`src/rtl/fir_seq_ctrl_if.sv`:
```
// Sample-in, result-out and coefficient-configuration signals of the FIR sequencer.
// The slave modport is the sequencer side; master is the source/sink side.
interface fir_seq_ctrl_if;
   localparam int unsigned DATA_W = 12;
   localparam int unsigned COEF_W = 12;
   localparam int unsigned OUT_W  = 22;
   localparam int unsigned IDX_W  = 3;

   logic               coef_we;
   logic [IDX_W-1:0]   coef_idx;
   logic [COEF_W-1:0]  coef_wdata;
   logic               coef_commit;
   logic               commit_busy;
   logic               in_valid;
   logic               in_ready;
   logic [DATA_W-1:0]  in_data;
   logic               out_valid;
   logic [OUT_W-1:0]   out_data;
   logic               underrun;

   modport slave (
      input  coef_we, coef_idx, coef_wdata, coef_commit, in_valid, in_data,
      output commit_busy, in_ready, out_valid, out_data, underrun
   );

   modport master (
      output coef_we, coef_idx, coef_wdata, coef_commit, in_valid, in_data,
      input  commit_busy, in_ready, out_valid, out_data, underrun
   );
endinterface

```
`src/rtl/fir_seq_ctrl.sv`:
```
// Sequencer for a 5-tap free-running FIR: shadow/active coefficient banks, zero-flush on
// commit so the first post-commit result never mixes old samples, and a valid tag per result.
module fir_seq_ctrl (
   input  logic                clk,
   input  logic                rstn,
   fir_seq_ctrl_if.slave       bus,
   output logic [11:0]         filt_in,
   output logic [11:0]         filt_c0,
   output logic [11:0]         filt_c1,
   output logic [11:0]         filt_c2,
   output logic [11:0]         filt_c3,
   output logic [11:0]         filt_c4,
   input  logic [21:0]         filt_out
);
   localparam int unsigned TAPS    = 5;
   localparam int unsigned LATENCY = 2;
   localparam int unsigned FLUSH_N = LATENCY + TAPS - 1;
   localparam int unsigned DATA_W  = 12;
   localparam int unsigned COEF_W  = 12;
   localparam int unsigned IDX_W   = 3;
   localparam int unsigned CNT_W   = 3;

   typedef enum logic [1:0] {S_EMPTY, S_RUN, S_FLUSH, S_COMMIT} state_t;

   state_t              state;
   state_t              state_nxt;
   logic [CNT_W-1:0]    flush_cnt;
   logic                flush_last;
   logic                accept;
   logic [LATENCY-1:0]  tag_pipe;
   logic [COEF_W-1:0]   shadow [TAPS];
   logic [COEF_W-1:0]   active [TAPS];

   assign flush_last = (flush_cnt == CNT_W'(FLUSH_N - 1));
   assign accept     = bus.in_valid & bus.in_ready;
   assign filt_in    = accept ? bus.in_data : DATA_W'(0);

   always_ff @(posedge clk or negedge rstn) begin
      if (!rstn) state <= S_EMPTY;
      else       state <= state_nxt;
   end

   // Commit requests are only honoured from EMPTY or RUN; FLUSH/COMMIT ignore them.
   always_comb begin
      state_nxt = state;
      case (state)
         S_EMPTY:  if (bus.coef_commit) state_nxt = S_FLUSH;
         S_RUN:    if (bus.coef_commit) state_nxt = S_FLUSH;
         S_FLUSH:  if (flush_last)      state_nxt = S_COMMIT;
         S_COMMIT: state_nxt = S_RUN;
         default:  state_nxt = S_EMPTY;
      endcase
   end

   always_ff @(posedge clk or negedge rstn) begin
      if (!rstn) begin
         flush_cnt       <= '0;
         bus.in_ready    <= 1'b0;
         bus.commit_busy <= 1'b0;
      end else begin
         flush_cnt       <= (state == S_FLUSH && !flush_last) ? flush_cnt + CNT_W'(1) : '0;
         bus.in_ready    <= (state_nxt == S_RUN);
         bus.commit_busy <= (state_nxt == S_FLUSH) || (state_nxt == S_COMMIT);
      end
   end

   // Valid tag travels alongside the sample through the filter's register stages.
   always_ff @(posedge clk or negedge rstn) begin
      if (!rstn) tag_pipe <= '0;
      else       tag_pipe <= {tag_pipe[LATENCY-2:0], accept};
   end

   assign bus.out_valid = tag_pipe[LATENCY-1];
   assign bus.out_data  = filt_out;

   // A commit request clears the sticky flag, even if a bubble coincides with it.
   always_ff @(posedge clk or negedge rstn) begin
      if (!rstn)                               bus.underrun <= 1'b0;
      else if (bus.coef_commit)                bus.underrun <= 1'b0;
      else if (bus.in_ready && !bus.in_valid)  bus.underrun <= 1'b1;
   end

   always_ff @(posedge clk or negedge rstn) begin
      if (!rstn) begin
         for (int i = 0; i < TAPS; i++) begin
            shadow[i] <= '0;
            active[i] <= '0;
         end
      end else begin
         if (bus.coef_we && (bus.coef_idx < IDX_W'(TAPS))) shadow[bus.coef_idx] <= bus.coef_wdata;
         if (state == S_COMMIT) begin
            for (int i = 0; i < TAPS; i++) active[i] <= shadow[i];
         end
      end
   end

   assign filt_c0 = active[0];
   assign filt_c1 = active[1];
   assign filt_c2 = active[2];
   assign filt_c3 = active[3];
   assign filt_c4 = active[4];
endmodule

```
`src/flat_wrapper.sv`:
```
// flat-port wrapper written by rule: the top's interface ports become plain ports
module fir_seq_ctrl_flat 
  (clk, rstn, filt_in, filt_c0, filt_c1, filt_c2, filt_c3, filt_c4, filt_out, bus_coef_we, bus_coef_idx, bus_coef_wdata, bus_coef_commit, bus_in_valid, bus_in_data, bus_commit_busy, bus_in_ready, bus_out_valid, bus_out_data, bus_underrun);
  fir_seq_ctrl_if bus_i ();
  input  logic clk;
  input  logic rstn;
  output logic [11:0] filt_in;
  output logic [11:0] filt_c0;
  output logic [11:0] filt_c1;
  output logic [11:0] filt_c2;
  output logic [11:0] filt_c3;
  output logic [11:0] filt_c4;
  input  logic [21:0] filt_out;
  input wire logic [$bits(bus_i.coef_we)-1:0] bus_coef_we;
  input wire logic [$bits(bus_i.coef_idx)-1:0] bus_coef_idx;
  input wire logic [$bits(bus_i.coef_wdata)-1:0] bus_coef_wdata;
  input wire logic [$bits(bus_i.coef_commit)-1:0] bus_coef_commit;
  input wire logic [$bits(bus_i.in_valid)-1:0] bus_in_valid;
  input wire logic [$bits(bus_i.in_data)-1:0] bus_in_data;
  output wire logic [$bits(bus_i.commit_busy)-1:0] bus_commit_busy;
  output wire logic [$bits(bus_i.in_ready)-1:0] bus_in_ready;
  output wire logic [$bits(bus_i.out_valid)-1:0] bus_out_valid;
  output wire logic [$bits(bus_i.out_data)-1:0] bus_out_data;
  output wire logic [$bits(bus_i.underrun)-1:0] bus_underrun;
  assign bus_i.coef_we = bus_coef_we;
  assign bus_i.coef_idx = bus_coef_idx;
  assign bus_i.coef_wdata = bus_coef_wdata;
  assign bus_i.coef_commit = bus_coef_commit;
  assign bus_i.in_valid = bus_in_valid;
  assign bus_i.in_data = bus_in_data;
  assign bus_commit_busy = bus_i.commit_busy;
  assign bus_in_ready = bus_i.in_ready;
  assign bus_out_valid = bus_i.out_valid;
  assign bus_out_data = bus_i.out_data;
  assign bus_underrun = bus_i.underrun;
  fir_seq_ctrl u_core (.clk(clk), .rstn(rstn), .bus(bus_i), .filt_in(filt_in), .filt_c0(filt_c0), .filt_c1(filt_c1), .filt_c2(filt_c2), .filt_c3(filt_c3), .filt_c4(filt_c4), .filt_out(filt_out));
endmodule
```
`config.mk`:
```
export PLATFORM = sky130hd
export DESIGN_NAME = fir_seq_ctrl_flat
export DESIGN_NICKNAME = d
export VERILOG_FILES = /design/src/rtl/fir_seq_ctrl_if.sv /design/src/rtl/fir_seq_ctrl.sv /design/src/flat_wrapper.sv
export SDC_FILE = /design/constraint.sdc
export NUM_CORES = 1
export LEC_CHECK = 0
export CAP_MARGIN = 5
export CORE_ASPECT_RATIO = 0.6
export CORE_MARGIN = 2
export CORE_UTILIZATION = 51
export CTS_CLUSTER_DIAMETER = 50
export DETAILED_ROUTE_END_ITERATION = 16
export GPL_ROUTABILITY_DRIVEN = 1
export MAX_ROUTING_LAYER = met4
export PLACE_DENSITY = 0.93
export SYNTH_ARGS = -nofsm -noshare
export SYNTH_HDL_FRONTEND = slang
export SYNTH_SLANG_ARGS = --single-unit
```
`constraint.sdc`:
```
create_clock -name clk -period 4 [get_ports clk]
set_clock_uncertainty 0.05 [all_clocks]
set_input_delay 0.8 -clock clk [delete_from_list [all_inputs] [get_ports clk]]
set_output_delay 0.8 -clock clk [all_outputs]
set_load 0.01 [all_outputs]
```
# Yosys cells after proc, flatten, opt, wreduce, memory -nomap -nowiden
# Index checks and enable logic that the tools add are counted.
[word_totals]
reg_bits = 130
inputBits = 54
output_inout_bits = 98
word_cells = 49
[op_classes]
addsub = 1
order_cmp = 3
n_eq_ne = 7
n_mux = 10
n_bitwise = 2
n_reduce_logical = 10
[ops]
columns = ["cell", "count"]
rows = [
  ["bitwise mux 60 bit", 1],
  ["demux 12 bit (select 3 bit)", 1],
  ["2-to-1 mux 12 bit", 2],
  ["equality test 2 bit, second input constant", 4],
  ["one-hot mux 2 bit (3 select lines)", 1],
  ["equality test 2 x 1 -> 1 bit, second input constant", 2],
  ["greater-or-equal comparator 4 bit, second input constant", 1],
  ["logical AND 1 bit", 4],
  ["less-than comparator 4 x 1 -> 1 bit, second input constant", 1],
  ["2-to-1 mux 2 bit", 2],
  ["inverter 3 -> 4 bit", 1],
  ["adder 3 x 1 -> 3 bit, second input constant", 1],
  ["equality test 3 bit, second input constant", 1],
  ["less-than comparator 3 bit, second input constant", 1],
  ["2-to-1 mux 3 bit", 1],
  ["zero test 1 bit", 2],
  ["zero test 2 bit", 1],
  ["2-to-1 mux 1 bit", 2],
  ["nonzero test 2 bit", 1],
  ["OR reduction 2 bit", 1],
  ["bitwise AND 1 bit", 1],
  ["logical OR 1 bit", 1],
]

# Depth between registers and ports, before layout
# Gate-level depths: netlist of the first run.
[logic_depth]
depth_word = 6
ltp_mapped = 4
mapped_depth_nobuf = 4

# Worst setup path before layout of the first run
# Ideal clock, no wire load.
[synth_timing]
path_type = "input to output"
startpoint = "input bus_in_valid"
endpoint = "output filt_in[0]"
t_arrival_ps = 1199
required_ps = 3150
slack_ps = 1951
path_stages = 2
n_path_buf = 1
cell_sequence = "clkbuf_1 -> and3_1"
[synth_via]
elab_chain_len = 2
[synth_rtl]
columns = ["item", "line", "text"]
rows = [
  ["from (decl)", "flat_wrapper.sv:18", "input wire logic [$bits(bus_i.in_valid)-1:0] bus_in_valid;"],
  ["bitwise AND 1 bit", "fir_seq_ctrl.sv:35", "assign accept = bus.in_valid & bus.in_ready;"],
  ["2-to-1 mux 12 bit", "fir_seq_ctrl.sv:36", "assign filt_in = accept ? bus.in_data : DATA_W'(0);"],
  ["to (decl)", "flat_wrapper.sv:7", "output logic [11:0] filt_in;"],
]
# No other way between the ends.

# Final worst setup path of the first run
[layout_timing]
startpoint = "input bus_in_valid"
endpoint = "output filt_in[3]"
# The elaborated chain is that of the path after synthesis.

==> results of run 1 <==
## state kept, by name (all words and copies together), names as in the netlist
| name | count |
|---|---|
| u_core.bus.in_ready | 1 |
| u_core.filt_c2 | 12 |
| u_core.flush_cnt | 3 |
| u_core.filt_c0 | 12 |
| u_core.shadow | 60 |
| u_core.tag_pipe | 2 |
| u_core.state | 1 |
| u_core.filt_c4 | 12 |
| u_core.filt_c1 | 12 |
| u_core.bus.underrun | 1 |
| u_core.filt_c3 | 12 |
| u_core.bus.commit_busy | 1 |
## per-stage QoR
step                      cells  power [mW]  hold WS (ns)  instance area, sq um
after floorplan             321        2.87         0.281                  5230
after global placement      530        3.67         0.284                  6240
after detailed placement    530        3.75         0.300                  6240
after CTS                   561        5.32         0.322                  6840
after global routing        561        5.54         0.330                  6840
final                       561        5.27         0.314                  6840
## path summary, 6_finish.rpt
| check | slack (ns) | cells after the start | end | startpoint |
|---|---|---|---|---|
| setup reg to reg | 1.93 | 3 | u_core.filt_c0[11] | u_core.bus.commit_busy |
| hold reg to reg | 0.31 | 0 | u_core.tag_pipe[1] | u_core.tag_pipe[0] |
| max in group asynchronous | 2.65 | 2 | u_core.filt_c3[9] | rstn |
| min in group asynchronous | 0.44 | 1 | u_core.filt_c1[8] | rstn |
| hold / removal | 0.31 | 0 | u_core.tag_pipe[1] | u_core.tag_pipe[0] |
| setup / recovery | 0.86 | 3 | filt_in[3] | bus_in_valid |
## power breakdown
part	leakage, nW	total [mW]	internal [mW]	switching (mW)
combinational	1.17	1.66	1.07	0.596
clock	0.294	1.54	1.00	0.535
sequential	1.57	2.07	1.78	0.287
## layout by cell type, fill, tap and decap left out
cell type	netlist	layout
clkinv_2	0	7
and3_1	12	12
a21oi_1	3	3
bufinv_16	0	3
or3b_2	1	1
o21ai_0	1	1
nand2b_1	2	2
and2_1	1	1
clkbuf_8	0	2
mux2_4	30	30
nand2_2	0	1
o22ai_1	1	1
nor2b_1	1	1
dfrtp_1	129	129
mux2_2	90	90
a211oi_1	2	2
nor4b_4	1	1
buf_4	22	2
clkinvlp_4	0	2
inv_1	4	4
clkbuf_16	0	17
nand4b_1	1	1
ha_1	2	2
and4bb_4	3	3
buf_12	0	1
o21a_1	1	1
clkdlybuf4s50_1	0	106
## per-layer routing
metal / up-vias / part of all wire (%) / track usage (%)
met5: - / 0 / -
met4: 0 / 0.90 / 7.37
met3: 7 / 6.5 / 7.08
met2: 99 / 48 / 33.9
met1: 1482 / 45 / 26.5
li1: 1299 / - / -
## cell type report
cell class / count / share of cell area (%)
clock buffer: 19 / 6.63
tap: 135 / 2.47
clock inverter: 12 / 2.05
timing repair buffer: 109 / 16.0
inverter: 4 / 0.220
sequential: 129 / 47.2
multi-input combinational: 153 / 25.4
## worst register-to-register path, stage by stage, from the launching register on
cell and delay (ns):
dfrtp_1 0.42, nand2_2 0.56, buf_4 0.52, mux2_2 0.41
## kinds of logic after synthesis
family | count (synthesis) | synth area share [%]
buffers and inverters | 39 | 5.24
muxes | 120 | 28.0
adders and majority gates | 2 | 0.478
DFF | 129 | 61.7
AOI/OAI and AO/OA | 8 | 0.932
and+or+nand+nor | 23 | 3.71
==> flow_metrics.env, run 1 <==
export IMPL_grt_use_total_pct=21.5
export IMPL_cts_made_buffers=17
export IMPL_clock_fmax_mhz=318
export IMPL_crit_path_max_fanout=14
export IMPL_synth_area_top_cells="dfrtp_1, mux2_2, mux2_4, buf_4, and3_1"
export IMPL_drt_antenna_violating_nets=0
export IMPL_p_per_area_nw_per_um2=771
export IMPL_finalMaxSlewViolations=0
export IMPL_core_area_sq_um=9910
export IMPL_fillers=668
export IMPL_synth_top_area_share_pct=61.7
export IMPL_pre_cts_ws_ns=0.850
export IMPL_multi_input_area_sq_um=1730
export IMPL_ys_top_cells_by_count="dfrtp_1, mux2_2, mux2_4, buf_4, and3_1"
export IMPL_post_dp_hpwl_um=7130
export IMPL_fin_tns_setup_ns=0
export IMPL_grt_pass1_wl_um=16800
export IMPL_grt_max_degree=66
export IMPL_setup_violations=0
export IMPL_min_path_type="flop to flop"
export IMPL_cp_required_ns=3.15
export IMPL_dieArea_sq_um=11100
export IMPL_tightestPinTransition_ns=0.960
export IMPL_fin_util_pct=68.9
export IMPL_vias=2887
export IMPL_fp_dieW_um=135
export IMPL_initial_core_util_pct=52.8
export IMPL_cts_tree="built"
export IMPL_cp_buffers_inverters=2
export IMPL_drive_above_1_share_pct=37.6
export IMPL_cts_resized=0
export IMPL_ys_warn_count=0
export IMPL_num_rows=28
export IMPL_drv_cap=0
export IMPL_netlist_instances=321
export IMPL_drt_iter0_drc=169
export IMPL_cts_clk_slew_worst_paths_ns=0.05
export IMPL_critPathSlowestCell="clkdlybuf4s50_1"
export IMPL_wl_um=10600
export IMPL_clk_path_buf_depth=2
export IMPL_drtPass1Iterations=4
export IMPL_synth_edf_count=0
export IMPL_wl_per_cell_um=18.9
export IMPL_synth_main_ff_cell="dfrtp_1"
export IMPL_cp_end_kind="output port"
export IMPL_ys_seq_elements=129
export IMPL_critPathMostFrequentCell="clkdlybuf4s50_1"
export IMPL_cp_start_kind="input pin"
export IMPL_vdd_drop_max_uv=469
export IMPL_worst_slack_ns=0.858
export IMPL_cp_arrival_ns=2.29
export IMPL_rsz0062_at_grt="no"
export IMPL_antenna_found_initial=0
export IMPL_viasPerCell=5.15
export IMPL_fin_crit_ns=3.14
export IMPL_root_buffer="clkbuf_16"
export IMPL_grt_pass1_vias=3056
export IMPL_cts_max_level=4
export IMPL_leakagePower_nw=3.03
export IMPL_antennaDiodeCount=0
export IMPL_synth_most_common_cell="dfrtp_1"
export IMPL_synth_area_sq_um=5230
export IMPL_slew_headroom_pct=35.7
export IMPL_hold_buffers=0
export IMPL_path_delay_family="buffers and inverters"
export IMPL_clock_latency_ns=0.40
export IMPL_cts_setup_buffers=0
export IMPL_area_growth_pct=30.6
export IMPL_grt_overflow_total=0
export IMPL_seqCellArea_sq_um=3230
export IMPL_pin_count=152
export IMPL_place_gp_congestion=0.755
export IMPL_status="finished clean"
export IMPL_synth_nets=377
export IMPL_ys_seq_area_share_pct=61.7
export IMPL_async_reset_ff_share_pct=100
export IMPL_cts_sinks=129
export IMPL_slowest_delay_ns=0.70
export IMPL_criticalPathCategory="input pin to output port"
export IMPL_synth_distinct_cells=23
export IMPL_die_h_um=82.5
export IMPL_worstPathCellList="clkdlybuf4s50_1 > and3_1 > clkdlybuf4s50_1"
export IMPL_syn_avg_cell_area_sq_um=16.3
export IMPL_yosysTopAreaCell="dfrtp_1"
export IMPL_nets=470
export IMPL_drc_errors=0
export IMPL_hold_viol_final=0
export IMPL_io_buffers=107
export IMPL_finalCritPeriodShare_pct=78.6
Note: power is estimated with default switching activity, not from simulation.
==> run 2: changes to the inputs <==
- CORE_UTILIZATION: 51 -> 43
- PLACE_DENSITY: 0.93 -> 0.84
- clock period: 4 -> 2.69 ns (I/O delays scaled with it)
==> run 2 against run 1 <==
  * Combinational power rose by 49%
  * Cell area rose by 1.2%
  * First-iteration DRC count fell by 48%
  * Register-to-register slack got worse by 0.65 ns
  * Via count rose by 0.45%
  * Count of clock-buffer cells in the layout rose by 5
  * Final cell count rose by 5.7%
  * Flip-flop and latch count did not move
  * Largest power group unchanged
  * Hold slack got worse by 0.26 ns
  * Critical path type unchanged
  * Critical path depth did not move
  * Largest cell class unchanged
==> flow_metrics.env, run 2 (synthesized netlist as in run 1, its figures left out) <==
export IMPL_vdd_drop_max_uv=695
export IMPL_final_cell_area_sq_um=6920
export IMPL_criticalPathCategory="input pin to output port"
export IMPL_drv_cap=0
export IMPL_worstPathCellList="clkdlybuf4s50_1 > and3_1 > clkdlybuf4s50_1"
export IMPL_finalCritPeriodShare_pct=95.1
export IMPL_largest_reg_flops=60
export IMPL_regMostFlops="u_core.shadow"
export IMPL_cp_required_ns=2.10
export IMPL_cts_clk_slew_worst_paths_ns=0.05
export IMPL_root_buffer="clkbuf_16"
export IMPL_drt_iter0_drc=88
export IMPL_nets=473
export IMPL_grt_max_degree=66
export IMPL_core_area_sq_um=11900
export IMPL_initial_core_util_pct=43.8
export IMPL_cp_arrival_ns=1.97
export IMPL_cts_max_level=4
export IMPL_worst_slack_ns=0.132
export IMPL_leakagePower_nw=3.05
export IMPL_place_gp_congestion=0.722
export IMPL_antenna_found_initial=0
export IMPL_crit_path_max_fanout=14
export IMPL_cts_sinks=129
export IMPL_fin_cells=593
export IMPL_cts_resized=0
export IMPL_die_h_um=89.5
export IMPL_dieArea_sq_um=13100
export IMPL_critPathSlowestCell="clkdlybuf4s50_1"
export IMPL_post_dp_hpwl_um=6880
export IMPL_final_common_cell="dfrtp_1"
export IMPL_antennaDiodeCount=0
export IMPL_io_buffers=107
export IMPL_p_per_area_nw_per_um2=1140
export IMPL_status="finished clean"
export IMPL_drive_above_1_share_pct=36.7
export IMPL_grt_pass1_wl_um=16800
export IMPL_hold_viol_final=0
export IMPL_critPathMostFrequentCell="clkdlybuf4s50_1"
export IMPL_cts_tree="built"
export IMPL_fin_util_pct=57.9
export IMPL_tightestPinTransition_ns=0.500
export IMPL_clk_path_buf_depth=2
export IMPL_hold_buffers=0
export IMPL_placed_area_sq_um=6310
export IMPL_clock_latency_ns=0.40
export IMPL_fin_tns_setup_ns=0
export IMPL_pin_count=152
export IMPL_finalPower_mw=7.88
export IMPL_min_path_type="input pin to asynchronous set/reset pin"
export IMPL_cp_start_kind="input pin"
export IMPL_pre_cts_ws_ns=0.135
export IMPL_drtPass1Iterations=4
export IMPL_grt_pass1_vias=3066
export IMPL_vias=2900
export IMPL_area_growth_pct=32.2
export IMPL_viasPerCell=4.89
export IMPL_dpl_cell_count=563
export IMPL_fp_dieW_um=146
export IMPL_cts_setup_buffers=0
export IMPL_clock_fmax_mhz=391
export IMPL_num_rows=31
export IMPL_fin_crit_ns=2.56
export IMPL_slew_headroom_pct=66.7
export IMPL_cts_made_buffers=17
export IMPL_cp_end_kind="output port"
export IMPL_final_cell_mix="dfrtp_1, clkdlybuf4s50_1, mux2_2"
export IMPL_finalMaxSlewViolations=0
export IMPL_rsz0062_at_grt="no"
export IMPL_grt_use_total_pct=17.6
export IMPL_wl_per_cell_um=17.4
export IMPL_grt_overflow_total=0
export IMPL_drt_antenna_violating_nets=0
export IMPL_setup_violations=0
export IMPL_slowest_delay_ns=0.67
export IMPL_wl_um=10300
export IMPL_drc_errors=0
export IMPL_fin_hold_ws_ns=0.0494
[run 2: critical path, delay by kind of cell]
kind / cells / cell delay, ns
AND/OR/NAND/NOR: 1 / 0.22
buffers and inverters: 2 / 1.21
[run 2: where the power goes]
group / leakage, nW / total (mW) / switching (mW) / internal, mW
Clock: 0.294 / 2.35 / 0.758 / 1.59
Sequential: 1.57 / 3.05 / 0.406 / 2.65
Combinational: 1.19 / 2.48 / 0.877 / 1.60
[run 2: cell type report]
class	count	area (sq um)
fillers	947	5030
flip-flops and latches	129	3230
multi-input cells	153	1730
repair buffers	112	1130
clock buffers	24	472
well taps	165	206
clock inverters	6	130
inverters	4	15.0
[run 2: worst paths after layout]
path                                         from                  to  slack, ns  depth (start not counted)
setup / recovery                     bus_in_valid          filt_in[0]       0.13                          3
hold / removal                               rstn   u_core.shadow[32]       0.05                          1
setup reg to reg           u_core.bus.commit_busy   u_core.filt_c4[0]       1.28                          3
hold reg to reg                u_core.tag_pipe[0]  u_core.tag_pipe[1]       0.31                          0
max in group asynchronous                    rstn   u_core.shadow[45]       1.80                          2
min in group clk               u_core.tag_pipe[0]  u_core.tag_pipe[1]       0.31                          0
[run 2: layer usage]
metal	vias to the layer above	wire length [um]	track usage, %
li1	1315	-	-
met1	1507	5000	22.9
met2	67	4730	26.7
met3	11	532	5.77
met4	0	51	5.47
met5	-	0	-
==> run 3: changes to the inputs <==
- GPL_TIMING_DRIVEN: not set -> 0
==> run 3 against run 2 <==
  * Flip-flop and latch count did not move
  * Wire length rose by 11%
  * Hold slack improved by 0.046 ns
  * Worst setup slack got worse by 0.079 ns
  * Cell area rose by 6.3%
  * Non-clock buffer count rose by 52
  * Critical endpoint is now filt_in[1]
  * Utilization rose by 3.6 points
==> flow_metrics.env, run 3 (synthesized netlist as in run 1, its figures left out) <==
export IMPL_finalMaxSlewViolations=0
export IMPL_drt_antenna_violating_nets=0
export IMPL_area_growth_pct=40.5
export IMPL_worst_slack_ns=0.0533
export IMPL_drc_errors=0
export IMPL_p_sw_share_pct=27.8
export IMPL_p_clk_share_pct=28.9
export IMPL_criticalPathCategory="input pin to output port"
export IMPL_grt_pass1_wl_um=17900
export IMPL_root_buffer="clkbuf_16"
export IMPL_cp_required_ns=2.10
export IMPL_drt_iter0_drc=138
export IMPL_final_common_cell="dfrtp_1"
export IMPL_crit_path_max_fanout=14
export IMPL_cts_made_buffers=17
export IMPL_place_gp_congestion=0.742
export IMPL_seqPwrFrac_pct=38.2
export IMPL_drive_above_1_share_pct=39.6
export IMPL_viasPerCell=4.80
export IMPL_wl_um=11400
export IMPL_pre_cts_ws_ns=-0.0405
export IMPL_cts_max_level=4
export IMPL_cts_sinks=129
export IMPL_antenna_found_initial=0
export IMPL_drtPass1Iterations=4
export IMPL_slew_headroom_pct=55.6
export IMPL_vdd_drop_max_uv=610
export IMPL_placed_area_sq_um=6760
export IMPL_leakagePower_nw=3.26
export IMPL_p_sw_mw=2.21
export IMPL_intPower_mw=5.75
export IMPL_grt_pass1_vias=3242
export IMPL_cp_end_kind="output port"
export IMPL_cts_resized=0
export IMPL_vias=3103
export IMPL_post_dp_hpwl_um=8090
export IMPL_clk_path_buf_depth=2
export IMPL_wl_per_cell_um=17.6
export IMPL_finalCritPeriodShare_pct=98.0
export IMPL_comb_power_share_pct=32.9
export IMPL_grt_use_total_pct=19.0
export IMPL_fp_dieW_um=146
export IMPL_hold_viol_final=0
export IMPL_cp_arrival_ns=2.05
export IMPL_clock_fmax_mhz=379
export IMPL_die_h_um=89.5
export IMPL_drv_cap=0
export IMPL_pin_count=152
export IMPL_antennaDiodeCount=0
export IMPL_fin_hold_ws_ns=0.0949
export IMPL_core_area_sq_um=11900
export IMPL_io_buffers=129
export IMPL_fin_crit_ns=2.64
export IMPL_nets=525
export IMPL_cts_clk_slew_worst_paths_ns=0.06
export IMPL_dieArea_sq_um=13100
export IMPL_regMostFlops="u_core.shadow"
export IMPL_fin_tns_setup_ns=0
export IMPL_cts_setup_buffers=0
export IMPL_cts_tree="built"
export IMPL_status="finished clean"
export IMPL_cp_start_kind="input pin"
export IMPL_largest_reg_flops=60
export IMPL_grt_overflow_total=0
export IMPL_tightestPinTransition_ns=0.665
export IMPL_final_cell_area_sq_um=7350
export IMPL_min_path_type="input pin to asynchronous set/reset pin"
export IMPL_setup_violations=0
export IMPL_num_rows=31
export IMPL_initial_core_util_pct=43.8
export IMPL_grt_max_degree=75
export IMPL_final_cell_mix="dfrtp_1, clkdlybuf4s50_1, mux2_2"
export IMPL_p_per_area_nw_per_um2=1080
export IMPL_clock_latency_ns=0.41
export IMPL_rsz0062_at_grt="no"
export IMPL_fillers=917
-- run 3: cell count changes in the layout (fill, tap and decap cells not counted), sizes merged --
cell,change
buf,+29
bufinv,-1
clkbuf,-5
clkdlybuf4s50,+22
clkinv,+5
clkinvlp,+4
-- run 3: timing repair --
| action | CTS | global route |
|---|---|---|
| setup endpoints to repair | 9 | 0 |
| hold buffers | 0 | 0 |
| endpoints found under the hold margin | 0 | 0 |
-- run 3: critical path: stages --
cell and delay (ns):
clkdlybuf4s50_1 0.71, and3_1 0.24, clkdlybuf4s50_1 0.56
-- run 3: per-layer routing --
metal	GRT usage, %	vias up	part of all wire, %
met4	7.50	0	1.4
met1	24.0	1595	46
met2	28.9	84	46
li1	-	1409	-
met5	-	-	0
met3	6.12	15	6.0
-- run 3: final timing paths --
check / start / to / slack (ns) / depth (start not counted)
worst max-delay path: bus_in_valid / filt_in[1] / 0.05 / 3
worst min-delay path: rstn / u_core.filt_c1[9] / 0.09 / 1
worst max register to register: u_core.bus.commit_busy / u_core.filt_c4[1] / 1.23 / 3
worst min register to register: u_core.tag_pipe[0] / u_core.tag_pipe[1] / 0.32 / 0
max in group asynchronous: rstn / u_core.filt_c4[11] / 1.79 / 2
min in group clk: u_core.tag_pipe[0] / u_core.tag_pipe[1] / 0.32 / 0
-- run 3: power by group through the flow --
stage	combinational, mW	clock, mW	sequential (mW)
4_1_cts	2.66	2.33	3.05
2_1_floorplan	1.08	0	3.20
6_report	2.62	2.30	3.04
3_3_place_gp	2.57	0	3.02
3_5_place_dp	2.65	0	3.07
5_1_grt	2.79	2.44	3.13
-- run 3: final cells by class --
class	count	area [sq um]	area share [%]
clock buffers	18	429	5.84
repair buffers	130	1320	18.0
well taps	165	206	2.81
plain buffers	34	255	3.47
multi-input cells	153	1730	23.6
flip-flops and latches	129	3230	43.9
inverters	4	15.0	0.204
clock inverters	14	166	2.26
-- run 3: per-stage QoR --
step / power [mW] / std cells / utilization (%)
6_report: 7.97 / 647 / 61.5
5_1_grt: 8.36 / 647 / 61.5
4_1_cts: 8.04 / 647 / 61.5
3_5_place_dp: 5.72 / 616 / 56.6
3_3_place_gp: 5.59 / 615 / 56.3
2_1_floorplan: 4.27 / 321 / -
==> edit 1, RTL diff (flow settings as in run 3) <==
Change the localparam `CNT_W` from 3 to 6.
--- a/src/rtl/fir_seq_ctrl.sv
+++ b/src/rtl/fir_seq_ctrl.sv
@@ -20,3 +20,3 @@
    localparam int unsigned IDX_W   = 3;
-   localparam int unsigned CNT_W   = 3;
+   localparam int unsigned CNT_W   = 6;
 
Function: same outputs for any inputs over 4 cycles, from zero or initial values and one cycle with rstn low; that may be too few to reach the edited logic, so the function may still have changed.
==> edit 1 against run 3 <==
  * Worst setup slack improved by 60 ps
  * Sequential cell count rose by 4
  * Wire length is 5.2% higher
  * Final area increased by 1.4%
  * Die area up 2.5%
  * Via count increased by 4.1%
  * Highest routed layer unchanged
  * Area after synthesis rose by 2.6%
  * Power is 2.8% lower
==> edit 1: results (changes against run 3) <==
M2 GR Usage: 29.4% (+0.50 points)
Min Clock Period, post-route: 2580 ps (-59.9 ps)
Final HPWL DP: 8470 um (+4.7%)
DR iter-0 viols: 103 (-25%)
number of fillers in the final layout: 912 (-0.55%)
final instance area: 7450 um^2 (+1.4%)
critical path's largest stage delay: 690 ps (-20 ps)
I/O Buffers: 129 (unchanged)
most instantiated cells after synthesis: dfrtp_1 (133), mux2_2 (100), buf_4 (22)
layout cells sized above 1: 38.7% (-0.95 points)
maximum vdd ir drop: 0.534 mV (-13%)
Area after DPL: 6900 um^2 (+2.0%)
Final GP Congestion: 0.751 (+1.2%)
post-synthesis sequential area ratio: 62.0% (+0.28 points)
crit path DAT: 1990 ps (-60 ps)
Routed met2 length: 5640 um (+7.1%)
ranking of synthesized cells by area: dfrtp_1 (62%), mux2_2 (21%), mux2_4 (5.6%), buf_4 (3.1%), and3_1 (1.4%)
sw frac: 28.5% (+0.74 points)
WL met3: 661 um (-3.6%)
NumNets Final: 542 (+3.2%)
first-pass GRT wire length: 18,900 um (+5.4%)
syn nets: 394 (+4.5%)
post-place setup slack: -12.5 ps (+28.0 ps)
status: finished clean
leakage power: 3.31 nW (+1.7%)
met3 Use GR: 6.01% (-0.11 points)
Clock Path Buffers: 2 (unchanged)
Worst R2R End: u_core.filt_c2[1]
RR Startpoint: u_core.state[1]
Finished Layout Cells: 664 (+2.6%)
r2r setup slk: 1180 ps (-50 ps)
Distinct cells, synth: 28 (+22%)
placed insts: 633 (+2.8%)
M1 GR Usage: 25.4% (+1.4 points)
Min Hold Slack: 79.6 ps (-15.3 ps)
WL/cell: 18.1 um (+2.5%)
Biggest register: u_core.shadow
relative slew slack: 56.5% (+0.87 points)
==> edit 1: cell count changes after synthesis, moves of 2 or more <==
cell      delta
nand3_1      +2
a211oi_1     -2
mux2_4      -10
xor2_1       +2
nor2_1       +7
dfrtp_1      +4
nand2_1      +4
mux2_2      +10
==> edit 1: power groups by stage <==
stage               clock network (mW)  registers (mW)  logic (mW)
floorplan                            0            3.25       0.976
global placement                     0            3.11        2.39
detailed placement                   0            3.15        2.47
CTS                               2.21            3.13        2.49
global route                      2.31            3.21        2.62
finish                            2.17            3.13        2.45
==> edit 1: cells by family after synthesis <==
family	synth area share, %
AO/OA/AOI/OAI	0.629
XOR/XNOR	0.489
adder cells (fa/ha/maj)	0.466
buffers and inverters	5.19
flip-flops	62.0
multiplexers	26.6
AND/OR/NAND/NOR	4.71
==> edit 1: worst max path at each step <==
stage / from / endpoint / depth (start not counted)
2_1_floorplan: bus_coef_idx[0] / u_core.shadow[49] / 3
3_3_place_gp: rstn / u_core.filt_c2[2] / 1
3_5_place_dp: bus_in_valid / filt_in[9] / 4
4_1_cts: bus_in_valid / filt_in[9] / 3
5_1_grt: bus_in_valid / filt_in[9] / 3
6_report: bus_in_valid / filt_in[9] / 3
==> edit 1: worst max-delay path: cells and delay by family <==
family / cells / cell delay [ps]
buffers and inverters: 2 / 1230
AND/OR/NAND/NOR: 1 / 220
==> edit 1: cell type report <==
cell class | instances | area share (%)
flip-flops and latches | 133 | 44.7
multi-input cells | 167 | 23.7
repair buffers | 130 | 17.7
clock buffers | 17 | 5.71
plain buffers | 34 | 3.54
well taps | 165 | 2.77
clock inverters | 15 | 1.78
inverters | 3 | 0.151
==> edit 2, RTL diff (flow settings as in run 3) <==
Without the edit above. Reset style: synchronous (`rstn`), changed in 5 clocked blocks.
--- a/src/rtl/fir_seq_ctrl.sv
+++ b/src/rtl/fir_seq_ctrl.sv
@@ -37,3 +37,3 @@
 
-   always_ff @(posedge clk or negedge rstn) begin
+   always_ff @(posedge clk) begin
       if (!rstn) state <= S_EMPTY;
@@ -54,3 +54,3 @@
 
-   always_ff @(posedge clk or negedge rstn) begin
+   always_ff @(posedge clk) begin
       if (!rstn) begin
@@ -67,3 +67,3 @@
    // Valid tag travels alongside the sample through the filter's register stages.
-   always_ff @(posedge clk or negedge rstn) begin
+   always_ff @(posedge clk) begin
       if (!rstn) tag_pipe <= '0;
@@ -76,3 +76,3 @@
    // A commit request clears the sticky flag, even if a bubble coincides with it.
-   always_ff @(posedge clk or negedge rstn) begin
+   always_ff @(posedge clk) begin
       if (!rstn)                               bus.underrun <= 1'b0;
@@ -82,3 +82,3 @@
 
-   always_ff @(posedge clk or negedge rstn) begin
+   always_ff @(posedge clk) begin
       if (!rstn) begin
Behaviour: differs if rstn is asserted again (counterexample within 4 cycles, from zero or initial values and one cycle with rstn low); with rstn held inactive, the same outputs for 4 cycles.
==> edit 2 against run 3 <==
  * Area after synthesis is 2.6% lower
  * Final area down 2.4%
  * First-iteration DRC count is 110% higher
  * Wire length grew 0.16%
  * Sequential cell count up 1
  * Count of clock-buffer cells in the layout rose by 5
  * Worst setup slack better by 57 ps
  * Largest cell class unchanged
Power is not compared: it rests on default switching activity, and its combinational part moved more than twofold at a synthesized area within 25%.
==> edit 2: results (changes against run 3) <==
status: finished clean
WL met3: 911 um (+33%)
most instantiated cells after synthesis: edfxtp_1 (120), and2_1 (61), nor2_1 (32)
Final HPWL DP: 7910 um (-2.3%)
via count: 3,299 (+6.3%)
Hold/Removal Path Class: register to register
CP Max Fanout: 10 (-4)
I/O Buffers: 129 (unchanged)
Root Buffer: clkbuf_16
post-synthesis sequential area ratio: 74.6% (+13 points)
maximum vdd ir drop: 0.500 mV
Final GP Congestion: 0.886 (+19%)
mux contribution to synthesized area: 0.196% (-28 points)
post-place setup slack: 12.5 ps (+52.9 ps)
Clock Path Buffers: 2 (unchanged)
Distinct cells, synth: 24 (+4.3%)
Total Wirelength: 11,400 um (+0.16%)
leakage power: 2.65 nW
largest net degree at the start of global routing: 37 (-51%)
1st-pass router iterations: 4 (unchanged)
EDFF count, synth: 120 (+120)
NumNets Final: 562 (+7.0%)
Worst-Margin Slew: 722 ps (+57.0 ps)
async set or reset register ratio after synthesis: 0% (-100 points)
post-CTS sizing: 0 (unchanged)
syn nets: 410 (+8.8%)
top flop regs: u_core.active: 60 flops, u_core.shadow: 60 flops, u_core.flush_cnt: 3 flops
Post-Synth Adder-Cell Area: 0.491% (+0.013 points)
remaining antenna violation count: 0 (unchanged)
crit path DAT: 1990 ps (-60 ps)
ranking of synthesized cells by area: edfxtp_1 (71%), and2_1 (7.5%), dfxtp_1 (3.9%), buf_4 (3.2%), nor3_1 (2.7%)
slowest CP cell: clkdlybuf4s50_1
vias in the first global route: 3,187 (-1.7%)
Post-CTS Setup Inserts: 0 (unchanged)
M1 WL: 5260 um (-0.44%)
Post-Synth XOR/XNOR Area: 0% (unchanged)
CTS Buf Count: 17 (unchanged)
Yosys warnings: 0 (unchanged)
layout cells sized above 1: 15.4% (-24 points)
critical path's largest stage delay: 540 ps (-170 ps)
first-pass GRT wire length: 16,900 um (-5.8%)
clock-pin slew on the worst setup and hold paths: 50 ps
antenna violations before repair: 0 (unchanged)
Tot GR Track Use: 19.2% (+0.19 points)
Synth Area in Compound Gates: 0.761% (-0.17 points)
DR iter-0 viols: 296 (+110%)
Routed met2 length: 5040 um (-4.3%)
number of fillers in the final layout: 861 (-6.1%)
Area after DPL: 6640 um^2 (-1.8%)
Diodes inserted: 0 (unchanged)
## edit 2: worst paths after layout
kind                                          from              endpoint  slack, ps  depth (start not counted)
worst max-delay path                  bus_in_valid            filt_in[2]        110                          4
worst min-delay path            u_core.tag_pipe[0]    u_core.tag_pipe[1]        400                          1
worst max register to register     u_core.state[1]  u_core.active[0][49]        990                          3
worst min register to register  u_core.tag_pipe[0]    u_core.tag_pipe[1]        400                          1
## edit 2: through the flow
step | hold WS (ps) | power (mW) | setup TNS (ps) | cells
finish | 401 | 4.79 | 0 | 678
global route | 412 | 4.91 | 0 | 678
CTS | 400 | 4.81 | 0 | 678
detailed placement | 385 | 2.70 | 0 | 647
global placement | 368 | 2.68 | -68520 | 643
floorplan | 362 | 2.50 | 0 | 354
## edit 2: cell type report
| class | count | area share [%] |
|---|---|---|
| sequential | 130 | 53.0 |
| timing repair buffer | 133 | 18.6 |
| multi-input combinational | 179 | 14.1 |
| clock buffer | 23 | 6.24 |
| buffer | 41 | 3.79 |
| tap | 160 | 2.79 |
| clock inverter | 8 | 1.22 |
| inverter | 4 | 0.209 |
## edit 2: power groups by stage
stage	sequential, mW	combinational (mW)	clock, mW
3_5_place_dp	2.37	0.328	0
6_report	2.33	0.330	2.13
3_3_place_gp	2.37	0.311	0
5_1_grt	2.34	0.351	2.23
2_1_floorplan	2.38	0.118	0
4_1_cts	2.33	0.331	2.15
## edit 2: per-layer routing
| layer | global-route usage [%] | vias to the layer above |
|---|---|---|
| li1 | - | 1537 |
| met3 | 4.33 | 19 |
| met5 | - | - |
| met2 | 28.0 | 172 |
| met1 | 26.3 | 1571 |
| met4 | 7.86 | 0 |
## edit 2: kinds of logic (layout without fill, tap and decap cells)
logic type               Yosys count  in the layout
AND/OR/NAND/NOR                  169            169
flip-flops                       130            130
buffers and inverters             45            209
AO/OA/AOI/OAI                      7              7
adder cells (fa/ha/maj)            2              2
multiplexers                       1              1
